<file path="src/rtl/pcpi_arbiter_if.sv">
// pcpi_arbiter_if: bundle of the requester-side and coprocessor-side PCPI
// signals handled by pcpi_arbiter.
//   req_valid/req_insn/req_rs1/req_rs2 : requests, requester i in word i
//   req_ready/req_wr/req_rd/req_busy   : responses back to the requesters
//   cp_valid/cp_insn/cp_rs1/cp_rs2     : request to the shared coprocessor
//   cp_ready/cp_wr/cp_rd               : coprocessor completion
//   grant_id/timeout_err               : arbitration status
// Modports: slave = arbiter view, master = environment view.
interface pcpi_arbiter_if #(
  parameter int unsigned NREQ = 2
);
  logic [NREQ-1:0]      req_valid;
  logic [32*NREQ-1:0]   req_insn;
  logic [32*NREQ-1:0]   req_rs1;
  logic [32*NREQ-1:0]   req_rs2;
  logic [NREQ-1:0]      req_ready;
  logic [NREQ-1:0]      req_wr;
  logic [31:0]          req_rd;
  logic [NREQ-1:0]      req_busy;

  logic                 cp_valid;
  logic [31:0]          cp_insn;
  logic [31:0]          cp_rs1;
  logic [31:0]          cp_rs2;
  logic                 cp_ready;
  logic                 cp_wr;
  logic [31:0]          cp_rd;

  logic [1:0]           grant_id;
  logic                 timeout_err;

  modport slave (
    input  req_valid, req_insn, req_rs1, req_rs2,
    input  cp_ready, cp_wr, cp_rd,
    output req_ready, req_wr, req_rd, req_busy,
    output cp_valid, cp_insn, cp_rs1, cp_rs2,
    output grant_id, timeout_err
  );

  modport master (
    output req_valid, req_insn, req_rs1, req_rs2,
    output cp_ready, cp_wr, cp_rd,
    input  req_ready, req_wr, req_rd, req_busy,
    input  cp_valid, cp_insn, cp_rs1, cp_rs2,
    input  grant_id, timeout_err
  );
endinterface

</file>
<file path="src/rtl/pcpi_arbiter.sv">
// pcpi_arbiter: round-robin arbiter sharing one PCPI coprocessor between
// NREQ (2..4) requesters. Only M-extension and CUSTOM_OPCODE instructions
// are eligible. A grant is held for the whole operation, the result is
// registered back to the winner one cycle after cp_ready, and a watchdog
// forces a release (rd=0, wr=0, timeout_err pulse) after TIMEOUT cycles.
// Ports:
//   clk   : clock, rising edge
//   reset : asynchronous, active-high
//   bus   : pcpi_arbiter_if.slave (requester and coprocessor signals)
module pcpi_arbiter #(
  parameter int unsigned NREQ          = 2,
  parameter logic [6:0]  CUSTOM_OPCODE = 7'b0001011,
  parameter int unsigned TIMEOUT       = 64
) (
  input  logic           clk,
  input  logic           reset,
  pcpi_arbiter_if.slave  bus
);

  localparam int unsigned     CW       = $clog2(TIMEOUT + 1);
  localparam logic [CW-1:0]   CNT_LAST = CW'(TIMEOUT - 1);

  typedef enum logic [1:0] {
    IDLE = 2'd0,
    BUSY = 2'd1,
    RESP = 2'd2
  } state_t;

  state_t          state_q;
  state_t          state_d;

  logic [1:0]      grant_q;
  logic [CW-1:0]   cnt_q;
  logic [31:0]     insn_q;
  logic [31:0]     rs1_q;
  logic [31:0]     rs2_q;
  logic [31:0]     rd_q;
  logic            wr_q;
  logic            err_q;
  logic            served_q;

  logic [NREQ-1:0] elig;
  logic [NREQ-1:0] cand;
  logic [NREQ-1:0] grant_oh;
  logic [NREQ-1:0] pick_oh;
  logic [1:0]      pick_idx;
  logic            pick_found;
  logic [31:0]     sel_insn;
  logic [31:0]     sel_rs1;
  logic [31:0]     sel_rs2;

  logic            grant_en;
  logic            cap_ready;
  logic            cap_timeout;

  // Eligibility: MUL/DIV (OP opcode with funct7=0000001) or the custom opcode.
  always_comb begin
    elig = '0;
    for (int unsigned i = 0; i < NREQ; i++) begin
      elig[i] = bus.req_valid[i] &&
                (((bus.req_insn[32*i +: 7] == 7'b0110011) &&
                  (bus.req_insn[32*i+25 +: 7] == 7'b0000001)) ||
                 (bus.req_insn[32*i +: 7] == CUSTOM_OPCODE));
    end
  end

  always_comb begin
    grant_oh = '0;
    for (int unsigned i = 0; i < NREQ; i++) begin
      grant_oh[i] = ({30'd0, grant_q} == i);
    end
  end

  // The requester answered in the previous RESP still shows req_valid for
  // one more cycle; hide it so the stale request is not granted again.
  assign cand = elig & ~(served_q ? grant_oh : '0);

  // Round-robin search starting at grant_q+1, written with constant
  // indices only so the selection stays a flat mux.
  always_comb begin
    pick_found = 1'b0;
    pick_idx   = grant_q;
    pick_oh    = '0;
    for (int unsigned k = 1; k <= NREQ; k++) begin
      for (int unsigned i = 0; i < NREQ; i++) begin
        if (!pick_found && cand[i] &&
            (i == (({30'd0, grant_q} + k) % NREQ))) begin
          pick_found = 1'b1;
          pick_idx   = 2'(i);
          pick_oh[i] = 1'b1;
        end
      end
    end
  end

  always_comb begin
    sel_insn = '0;
    sel_rs1  = '0;
    sel_rs2  = '0;
    for (int unsigned i = 0; i < NREQ; i++) begin
      if (pick_oh[i]) begin
        sel_insn = bus.req_insn[32*i +: 32];
        sel_rs1  = bus.req_rs1[32*i +: 32];
        sel_rs2  = bus.req_rs2[32*i +: 32];
      end
    end
  end

  // State register
  always_ff @(posedge clk or posedge reset) begin
    if (reset) begin
      state_q <= IDLE;
    end else begin
      state_q <= state_d;
    end
  end

  // Next state and state-decoded outputs
  always_comb begin
    state_d         = state_q;
    grant_en        = 1'b0;
    cap_ready       = 1'b0;
    cap_timeout     = 1'b0;
    bus.cp_valid    = 1'b0;
    bus.req_busy    = '0;
    bus.req_ready   = '0;
    bus.req_wr      = '0;
    bus.req_rd      = '0;
    bus.timeout_err = 1'b0;
    unique case (state_q)
      IDLE: begin
        if (pick_found) begin
          grant_en = 1'b1;
          state_d  = BUSY;
        end
      end
      BUSY: begin
        bus.cp_valid = 1'b1;
        bus.req_busy = grant_oh;
        // cp_ready takes priority over a watchdog expiry in the same cycle.
        if (bus.cp_ready) begin
          cap_ready = 1'b1;
          state_d   = RESP;
        end else if (cnt_q == CNT_LAST) begin
          cap_timeout = 1'b1;
          state_d     = RESP;
        end
      end
      RESP: begin
        bus.req_ready   = grant_oh;
        bus.req_wr      = wr_q ? grant_oh : '0;
        bus.req_rd      = rd_q;
        bus.timeout_err = err_q;
        state_d         = IDLE;
      end
      default: begin
        state_d = IDLE;
      end
    endcase
  end

  // Grant, operand latch, watchdog and result capture
  always_ff @(posedge clk or posedge reset) begin
    if (reset) begin
      grant_q  <= 2'(NREQ - 1);
      cnt_q    <= '0;
      insn_q   <= '0;
      rs1_q    <= '0;
      rs2_q    <= '0;
      rd_q     <= '0;
      wr_q     <= 1'b0;
      err_q    <= 1'b0;
      served_q <= 1'b0;
    end else begin
      served_q <= (state_q == RESP);

      if (grant_en) begin
        grant_q <= pick_idx;
        insn_q  <= sel_insn;
        rs1_q   <= sel_rs1;
        rs2_q   <= sel_rs2;
        cnt_q   <= '0;
      end else if (state_q == BUSY) begin
        cnt_q <= cnt_q + CW'(1);
      end

      if (cap_ready) begin
        rd_q <= bus.cp_rd;
        wr_q <= bus.cp_wr;
      end else if (cap_timeout) begin
        rd_q  <= '0;
        wr_q  <= 1'b0;
        err_q <= 1'b1;
      end

      if (state_q == RESP) begin
        err_q <= 1'b0;
      end
    end
  end

  assign bus.grant_id = grant_q;
  assign bus.cp_insn  = insn_q;
  assign bus.cp_rs1   = rs1_q;
  assign bus.cp_rs2   = rs2_q;

endmodule

</file>
<file path="src/flat_wrapper.sv">
// flat-port wrapper written by rule: the top's interface ports become plain ports
module pcpi_arbiter_flat 
#(
  parameter int unsigned NREQ          = 2,
  parameter logic [6:0]  CUSTOM_OPCODE = 7'b0001011,
  parameter int unsigned TIMEOUT       = 64
)
  (clk, reset, bus_req_valid, bus_req_insn, bus_req_rs1, bus_req_rs2, bus_cp_ready, bus_cp_wr, bus_cp_rd, bus_req_ready, bus_req_wr, bus_req_rd, bus_req_busy, bus_cp_valid, bus_cp_insn, bus_cp_rs1, bus_cp_rs2, bus_grant_id, bus_timeout_err);
  pcpi_arbiter_if #(.NREQ(NREQ)) bus_i ();
  input  logic clk;
  input  logic reset;
  input wire logic [$bits(bus_i.req_valid)-1:0] bus_req_valid;
  input wire logic [$bits(bus_i.req_insn)-1:0] bus_req_insn;
  input wire logic [$bits(bus_i.req_rs1)-1:0] bus_req_rs1;
  input wire logic [$bits(bus_i.req_rs2)-1:0] bus_req_rs2;
  input wire logic [$bits(bus_i.cp_ready)-1:0] bus_cp_ready;
  input wire logic [$bits(bus_i.cp_wr)-1:0] bus_cp_wr;
  input wire logic [$bits(bus_i.cp_rd)-1:0] bus_cp_rd;
  output wire logic [$bits(bus_i.req_ready)-1:0] bus_req_ready;
  output wire logic [$bits(bus_i.req_wr)-1:0] bus_req_wr;
  output wire logic [$bits(bus_i.req_rd)-1:0] bus_req_rd;
  output wire logic [$bits(bus_i.req_busy)-1:0] bus_req_busy;
  output wire logic [$bits(bus_i.cp_valid)-1:0] bus_cp_valid;
  output wire logic [$bits(bus_i.cp_insn)-1:0] bus_cp_insn;
  output wire logic [$bits(bus_i.cp_rs1)-1:0] bus_cp_rs1;
  output wire logic [$bits(bus_i.cp_rs2)-1:0] bus_cp_rs2;
  output wire logic [$bits(bus_i.grant_id)-1:0] bus_grant_id;
  output wire logic [$bits(bus_i.timeout_err)-1:0] bus_timeout_err;
  assign bus_i.req_valid = bus_req_valid;
  assign bus_i.req_insn = bus_req_insn;
  assign bus_i.req_rs1 = bus_req_rs1;
  assign bus_i.req_rs2 = bus_req_rs2;
  assign bus_i.cp_ready = bus_cp_ready;
  assign bus_i.cp_wr = bus_cp_wr;
  assign bus_i.cp_rd = bus_cp_rd;
  assign bus_req_ready = bus_i.req_ready;
  assign bus_req_wr = bus_i.req_wr;
  assign bus_req_rd = bus_i.req_rd;
  assign bus_req_busy = bus_i.req_busy;
  assign bus_cp_valid = bus_i.cp_valid;
  assign bus_cp_insn = bus_i.cp_insn;
  assign bus_cp_rs1 = bus_i.cp_rs1;
  assign bus_cp_rs2 = bus_i.cp_rs2;
  assign bus_grant_id = bus_i.grant_id;
  assign bus_timeout_err = bus_i.timeout_err;
  pcpi_arbiter #(.NREQ(NREQ), .CUSTOM_OPCODE(CUSTOM_OPCODE), .TIMEOUT(TIMEOUT)) u_core (.clk(clk), .reset(reset), .bus(bus_i));
endmodule
</file>
<file path="config.mk">
export PLATFORM = sky130hd
export DESIGN_NAME = pcpi_arbiter_flat
export DESIGN_NICKNAME = d
export VERILOG_FILES = /design/src/rtl/pcpi_arbiter_if.sv /design/src/rtl/pcpi_arbiter.sv /design/src/flat_wrapper.sv
export SDC_FILE = /design/constraint.sdc
export NUM_CORES = 1
export LEC_CHECK = 0
export ABC_AREA = 1
export BUFFER_PORTS_ARGS = -buffer_cell sky130_fd_sc_hd__buf_4
export CAP_MARGIN = 20
export CORE_AREA = 3 3 140 142
export CTS_CLUSTER_DIAMETER = 60
export DETAILED_ROUTE_END_ITERATION = 10
export DIE_AREA = 0 0 143 145
export PLACE_DENSITY = 0.74
export SLEW_MARGIN = 15
export SYNTH_ARGS = -nofsm -noshare
export SYNTH_HDL_FRONTEND = slang
export SYNTH_SLANG_ARGS = --single-unit
</file>
<file path="constraint.sdc">
create_clock -name clk -period 11.3 [get_ports clk]
set_clock_uncertainty 0.15 [all_clocks]
set_input_delay 1.13 -clock clk [delete_from_list [all_inputs] [get_ports clk]]
set_output_delay 1.13 -clock clk [all_outputs]
set_load 0.01 [all_outputs]
</file>
==> flow_summary_export.csv, run 1 <==
group,metric,value,unit
placement,dp_cells,1635,
setup_path,cp.arrival,3850,ps
clock_tree,cts-root-buf,"clkbuf_16",
global_route,grt_pass1_vias,7906,
route,wl,26710,um
floorplanning,coreArea,18580,um^2
clock_tree,ctsResizeCount,0,
placement,gp_congestion,0.8637,
timing,fmax,270.9,MHz
final_layout,drive_gt1_share,29.34,%
clock_tree,post_cts_buffers,0,
floorplanning,rows,50,
timing,final-setup-viol-count,0,
placement,portBuffers,366,
logic_synthesis,syn-cell-area,7868,um^2
power,p_leak,0.006139,uW
logic_synthesis,synth_ff_type,"dfrtp_1",
power,p_switching,586.6,uW
power,swShare,31.39,%
floorplanning,io_pins,368,
timing,rsz0062_at_grt,"no",
global_route,grt_antenna_before_repair,2,
logic_synthesis,synth_largest_area_cell,"dfrtp_1",
power,powerDensity,166.6,nW/um^2
setup_path,worstRegToRegCells,10,
placement,dp_hpwl,18680,um
hold_path,hold_path_depth,1,
setup_path,cp-start-kind,"input port",
clock_tree,insertion_delay,410,ps
run,cap_viol_max_count,0,
route,dr.pass1.iters,5,
setup_path,cp_max_fo,66,
power,p_seq_share,39.3,%
clock_tree,clk_transition_reported_paths,60,ps
clock_tree,ctsHoldBuffers,0,
final_layout,num-nets-final,1653,
logic_synthesis,yosysWarnings,0,
logic_synthesis,synthArstFlopShare,100.0,%
power,combPwrFrac,29.7,%
timing,worst_slew_pin_slew,1030,ps
setup_path,crit_top_cell,"nand2_1",
logic_synthesis,synthCells,1103,
timing,max_slew_margin,31.35,%
hold_path,min_path_type,"flop to flop",
route,drcViolationCount,0,
floorplanning,initial_core_util,42.34,%
setup_path,critPathCaptureType,"flop",
clock_tree,clock-sinks,141,
floorplanning,die_w,143,um
global_route,track_usage,24.89,%
floorplanning,die_h,145,um
setup_path,cp_cell_sequence,"buf_4 -> inv_1 -> nand2_1 -> nor2_1 -> nand3_1 -> nand2_1 -> nand2_1 -> a21oi_4 -> buf_4 -> nand3_1 -> nand2_1 -> inv_1",
placement,place_ws,7213,ps
power,p_int,1282,uW
global_route,grt_pass1_wl,41300,um
route,vias,8246,
logic_synthesis,netlist.area_leader.share,44.53,%
logic_synthesis,ys_seq_area_share,44.86,%
logic_synthesis,synth_nets,1334,
timing,period_minus_slack,3691,ps
final_layout,antenna_cells,0,
final_layout,areaGrowthSynthToFinish,42.59,%
power,ir_drop,0.1043,mV
power,clock_power_share,31.0,%
logic_synthesis,avgSynthCellArea,7.133,um^2
timing,finalWorstSetupSlack,7609,ps
clock_tree,clockBufferDepth,2,
timing,final_max_slew_viol_count,0,
final_layout,instances_no_fill,1669,
setup_path,critPathMaxStageDelay,780,ps
setup_path,crit_type,"input port to flop",
logic_synthesis,ys_types,29,
clock_tree,h-tree-depth,4,
clock_tree,cts_made_buffers,17,
setup_path,cp_slowest_cell,"a21oi_4",
route,detail_route.wl_per_cell,16.00,um
route,ant_nets,0,
global_route,overflow,0,
logic_synthesis,synth.ff_latch_count,141,
logic_synthesis,synthTopCellsByArea,"dfrtp_1, nand3_1, inv_1",
timing,tns,0,ps
route,via_per_inst,4.941,
timing,min_period_over_period,32.66,%
timing,hold_viol_final,0,
logic_synthesis,synth_edf_count,0,
status,status,"complete, no violations",
setup_path,critPathRequiredTime,11460,ps
global_route,grt_max_degree,93,
clock_tree,cts_tree,"done",
route,first_iter_violations,646,
floorplanning,dieArea,20740,um^2
==> registers in the layout (all words and copies together) (netlist names) <==
| register | cells |
|---|---|
| u_core.bus.cp_insn | 32 |
| u_core.bus.cp_rs1 | 32 |
| u_core.bus.cp_rs2 | 32 |
| u_core.rd_q | 32 |
| u_core.cnt_q | 7 |
| u_core.state_q | 2 |
| u_core.bus.grant_id | 1 |
| u_core.err_q | 1 |
| u_core.served_q | 1 |
| u_core.wr_q | 1 |
==> power by group through the flow <==
stage          sequential [uW]  combinational [uW]  clock (uW)
5_1_grt                    752                 625         613
3_3_place_gp               736                 545           0
3_5_place_dp               742                 558           0
6_report                   734                 555         579
4_1_cts                    734                 561         590
2_1_floorplan              780                 213           0
==> layer usage <==
layer	track usage (%)	part of all wire [%]
met3	6.889	9.4
met4	9.411	3.3
met5	0	0.11
met2	40.53	48
met1	31.37	39
==> through the flow <==
step	utilization (%)	cell area (um^2)	power [uW]	hold slack, ps
after global routing	60.38	11220	1990	362.0
after detailed placement	56.85	10560	1299	309.5
after floorplan	-	7868	993.1	318.3
final	60.38	11220	1869	321.6
after global placement	56.70	10540	1281	309.6
after CTS	60.12	11170	1885	324.7
==> area by class of cell <==
class,instances,area [um^2]
Fill cell,1728,7362
Sequential cell,141,3530
Multi-Input combinational cell,641,2992
Timing Repair Buffer,375,2868
Inverter,246,928.4
Clock buffer,20,446.7
Tap cell,234,292.8
Clock inverter,12,161.4
==> cell usage after synthesis (all sizes together) (2+ instances only) <==
library cell and instances:
nand3 314, nand2 211, dfrtp 140, clkbuf 12, nor2 58, nand4 3, xnor2 2, buf 63
a21oi 4, inv 246, nor3 2, or2 2, xor2 3, o21ai 37
==> cell usage in the layout, fill, tap and decap left out, drive strengths merged, types with 4 or more instances in the layout <==
cell type,Yosys,final
dfrtp,140,140
a21oi,4,4
inv,246,249
buf,63,375
nand2,211,211
clkbuf,12,20
o21ai,37,37
nand3,314,314
nor2,58,58
==> path summary, 6_finish.rpt <==
kind                       slack, ps                    end                    from
min in group asynchronous        650  u_core.bus.cp_rs2[15]                   reset
max reg2reg                     7880  u_core.bus.cp_rs1[28]  u_core.bus.grant_id[0]
max                             7610  u_core.bus.cp_rs1[28]        bus_req_insn[61]
min                              320  u_core.bus.cp_insn[1]   u_core.bus.cp_insn[1]
min reg2reg                      320  u_core.bus.cp_insn[1]   u_core.bus.cp_insn[1]
max in group asynchronous       8970  u_core.bus.cp_rs2[16]                   reset
==> critical path, delay by kind of cell <==
family	cells	cell delay [ps]
compound gates	1	780
buf+inv	4	890
simple gates	7	990
==> logic make-up after synthesis <==
kind of cell,Yosys count,synth area share [%]
AND/OR/NAND/NOR,592,33.64
buffers and inverters,321,17.80
flip-flops,141,44.86
AO/OA/AOI/OAI,42,2.942
XOR/XNOR,5,0.5567
adder cells (fa/ha/maj),1,0.1590
other,1,0.04766
Note: power is estimated with default switching activity, not from simulation.
==> inputs of run 2 (changes only) <==
--- a/config.mk
+++ b/config.mk
@@ -8,11 +8,11 @@
 export ABC_AREA = 1
 export BUFFER_PORTS_ARGS = -buffer_cell sky130_fd_sc_hd__buf_4
 export CAP_MARGIN = 20
-export CORE_AREA = 3 3 140 142
+export CORE_AREA = 3 3 142 144
 export CTS_CLUSTER_DIAMETER = 60
 export DETAILED_ROUTE_END_ITERATION = 10
-export DIE_AREA = 0 0 143 145
-export PLACE_DENSITY = 0.74
+export DIE_AREA = 0 0 145 147
+export PLACE_DENSITY = 0.72
 export SLEW_MARGIN = 15
 export SYNTH_ARGS = -nofsm -noshare
 export SYNTH_HDL_FRONTEND = slang
==> constraint.sdc (replaced) <==
create_clock -name clk -period 3.55 [get_ports clk]
set_clock_uncertainty 0.15 [all_clocks]
set_input_delay 0.355 -clock clk [delete_from_list [all_inputs] [get_ports clk]]
set_output_delay 0.355 -clock clk [all_outputs]
set_load 0.01 [all_outputs]
==> run 2 against run 1 <==
The flow now finishes with violations (negative hold slack); final area up 0.48%; critical path depth is 2 lower; total power rose to 3.2 times the previous value; sequential share of layout area is 0.15 points lower; sequential power grew to 3.2 times the previous value; first-iteration DRC count is 8.8% lower; highest routed layer is now met4.
==> flow_summary_export.csv, run 2 (synthesis results as in run 1) <==
group,metric,value,unit
clock_tree,ctsHoldBuffers,0,
final_layout,drive_gt1_share,29.51,%
route,ant_nets,0,
timing,period_minus_slack,2959,ps
floorplanning,io_pins,368,
power,p_leak,0.006153,uW
timing,final-setup-viol-count,0,
final_layout,antenna_cells,0,
power,powerDensity,532.4,nW/um^2
final_layout,final_common_cell,"buf_4",
clock_tree,cts_tree,"done",
power,combPwrFrac,29.2,%
final_layout,num-nets-final,1656,
floorplanning,die_w,145,um
timing,max_slew_margin,36.42,%
clock_tree,clk_transition_reported_paths,60,ps
run,cap_viol_max_count,0,
floorplanning,die_h,147,um
floorplanning,coreArea,18830,um^2
final_layout,instances_no_fill,1697,
route,detail_route.wl_per_cell,15.53,um
power,p_int,4157,uW
setup_path,crit_family,"simple AND/OR/NAND/NOR gates",
setup_path,cp_cell_sequence,"inv_2 -> nand2_1 -> nand4_2 -> inv_2 -> nand3_4 -> buf_12 -> nand3_1 -> nand3_1 -> nand2_1 -> inv_1",
global_route,grt_pass1_wl,41920,um
hold_path,min_path_type,"input port to asynchronous set/reset pin",
setup_path,cp-start-kind,"flop",
clock_tree,h-tree-depth,4,
global_route,grt_max_degree,142,
timing,final_max_slew_viol_count,0,
route,first_iter_violations,589,
timing,fmax,338.0,MHz
timing,rsz0062_at_grt,"no",
power,ir_drop,0.3470,mV
setup_path,cp_max_fo,63,
route,drcViolationCount,0,
global_route,grt_pass1_vias,7726,
power,clock_power_share,31.8,%
clock_tree,ctsResizeCount,0,
setup_path,crit_buf_inv,4,
floorplanning,initial_core_util,41.78,%
floorplanning,rows,50,
setup_path,cp_slowest_cell,"dfstp_2",
final_layout,fin_util,59.86,%
status,status,"complete, but fails checks",
timing,hold_viol_final,23,
clock_tree,cts_made_buffers,17,
global_route,track_usage,24.24,%
global_route,grt_antenna_before_repair,0,
clock_tree,cts-root-buf,"clkbuf_16",
placement,dp_hpwl,18410,um
setup_path,cp.arrival,3120,ps
setup_path,crit_type,"flop to flop",
timing,tns,0,ps
final_layout,fillerInstances,1769,
route,via_per_inst,4.794,
route,dr.pass1.iters,5,
clock_tree,clock-sinks,141,
setup_path,critPathCaptureType,"flop",
setup_path,critPathRequiredTime,3710,ps
global_route,overflow,0,
setup_path,critPathMaxStageDelay,660,ps
route,vias,8136,
floorplanning,dieArea,21320,um^2
timing,worst_slew_pin_slew,951.4,ps
clock_tree,clockBufferDepth,2,
clock_tree,post_cts_buffers,0,
power,swShare,30.75,%
placement,gp_congestion,0.8468,
timing,hold_ws,-76.05,ps
route,wl,26350,um
power,p_switching,1845,uW
power,p_seq_share,39.0,%
power,p_total,6002,uW
final_layout,areaGrowthSynthToFinish,43.27,%
final_layout,layout_common_cells,"buf_4, nand3_1, inv_1",
placement,portBuffers,366,
timing,min_period_over_period,83.34,%
placement,dp_cells,1666,
status,violations,"negative hold slack",
clock_tree,insertion_delay,420,ps
==> run 2: changes by cell type in the layout (fill, tap and decap cells not counted), moves of 2 or more <==
cell / delta
clkinv_2: +2
inv_6: -4
buf_16: -2
buf_12: +2
buf_4: +3
==> run 2: routing by layer <==
metal / up-vias / wire length, um / GRT usage [%]
li1: 4025 / - / -
met1: 3710 / 10850 / 31.39
met3: 41 / 2144 / 6.971
met4: 0 / 554 / 6.603
met5: - / 0 / 0
met2: 360 / 12800 / 40.12
==> run 2: cell type report <==
| type | count | area [um^2] | area share, % |
|---|---|---|---|
| Timing Repair Buffer | 378 | 2875 | 25.51 |
| Tap cell | 260 | 325.3 | 2.886 |
| Clock inverter | 11 | 166.4 | 1.476 |
| Multi-Input combinational cell | 641 | 2992 | 26.54 |
| Sequential cell | 141 | 3530 | 31.31 |
| Clock buffer | 20 | 456.7 | 4.051 |
| Inverter | 246 | 927.1 | 8.225 |
==> run 2: tightest hold or removal path, delay by kind of cell <==
family,cells,cell delay [ps]
buffers and inverters,3,630
==> run 2: power groups by stage <==
stage	Sequential, uW	Combinational (uW)	Clock, uW
after global routing	2400	1970	2030
after floorplan	2480	679	0
after CTS	2350	1770	1940
after global placement	2350	1740	0
after detailed placement	2370	1760	0
final	2340	1750	1910
==> run 2: stage by stage <==
step,instance area (um^2),hold WS [ps],setup slack [ps]
global route,11270,11.29,429.9
finish,11270,-76.05,591.3
CTS,11270,3.749,640.2
floorplan,7871,318.3,1283
global placement,10650,315.4,683.7
detailed placement,10650,314.2,659.0
==> run 2: worst paths after layout <==
check                                  startpoint                     end  slack [ps]  cells after the start
max                        u_core.bus.grant_id[0]   u_core.bus.cp_rs2[28]         590                     10
min                                         reset          u_core.rd_q[6]         -80                      3
max reg2reg                u_core.bus.grant_id[0]   u_core.bus.cp_rs2[28]         590                     10
min reg2reg                 u_core.bus.cp_insn[1]   u_core.bus.cp_insn[1]         330                      1
max in group asynchronous                   reset  u_core.bus.cp_insn[22]        2590                      3
min in group clk                     bus_cp_rd[0]          u_core.rd_q[0]          20                      3
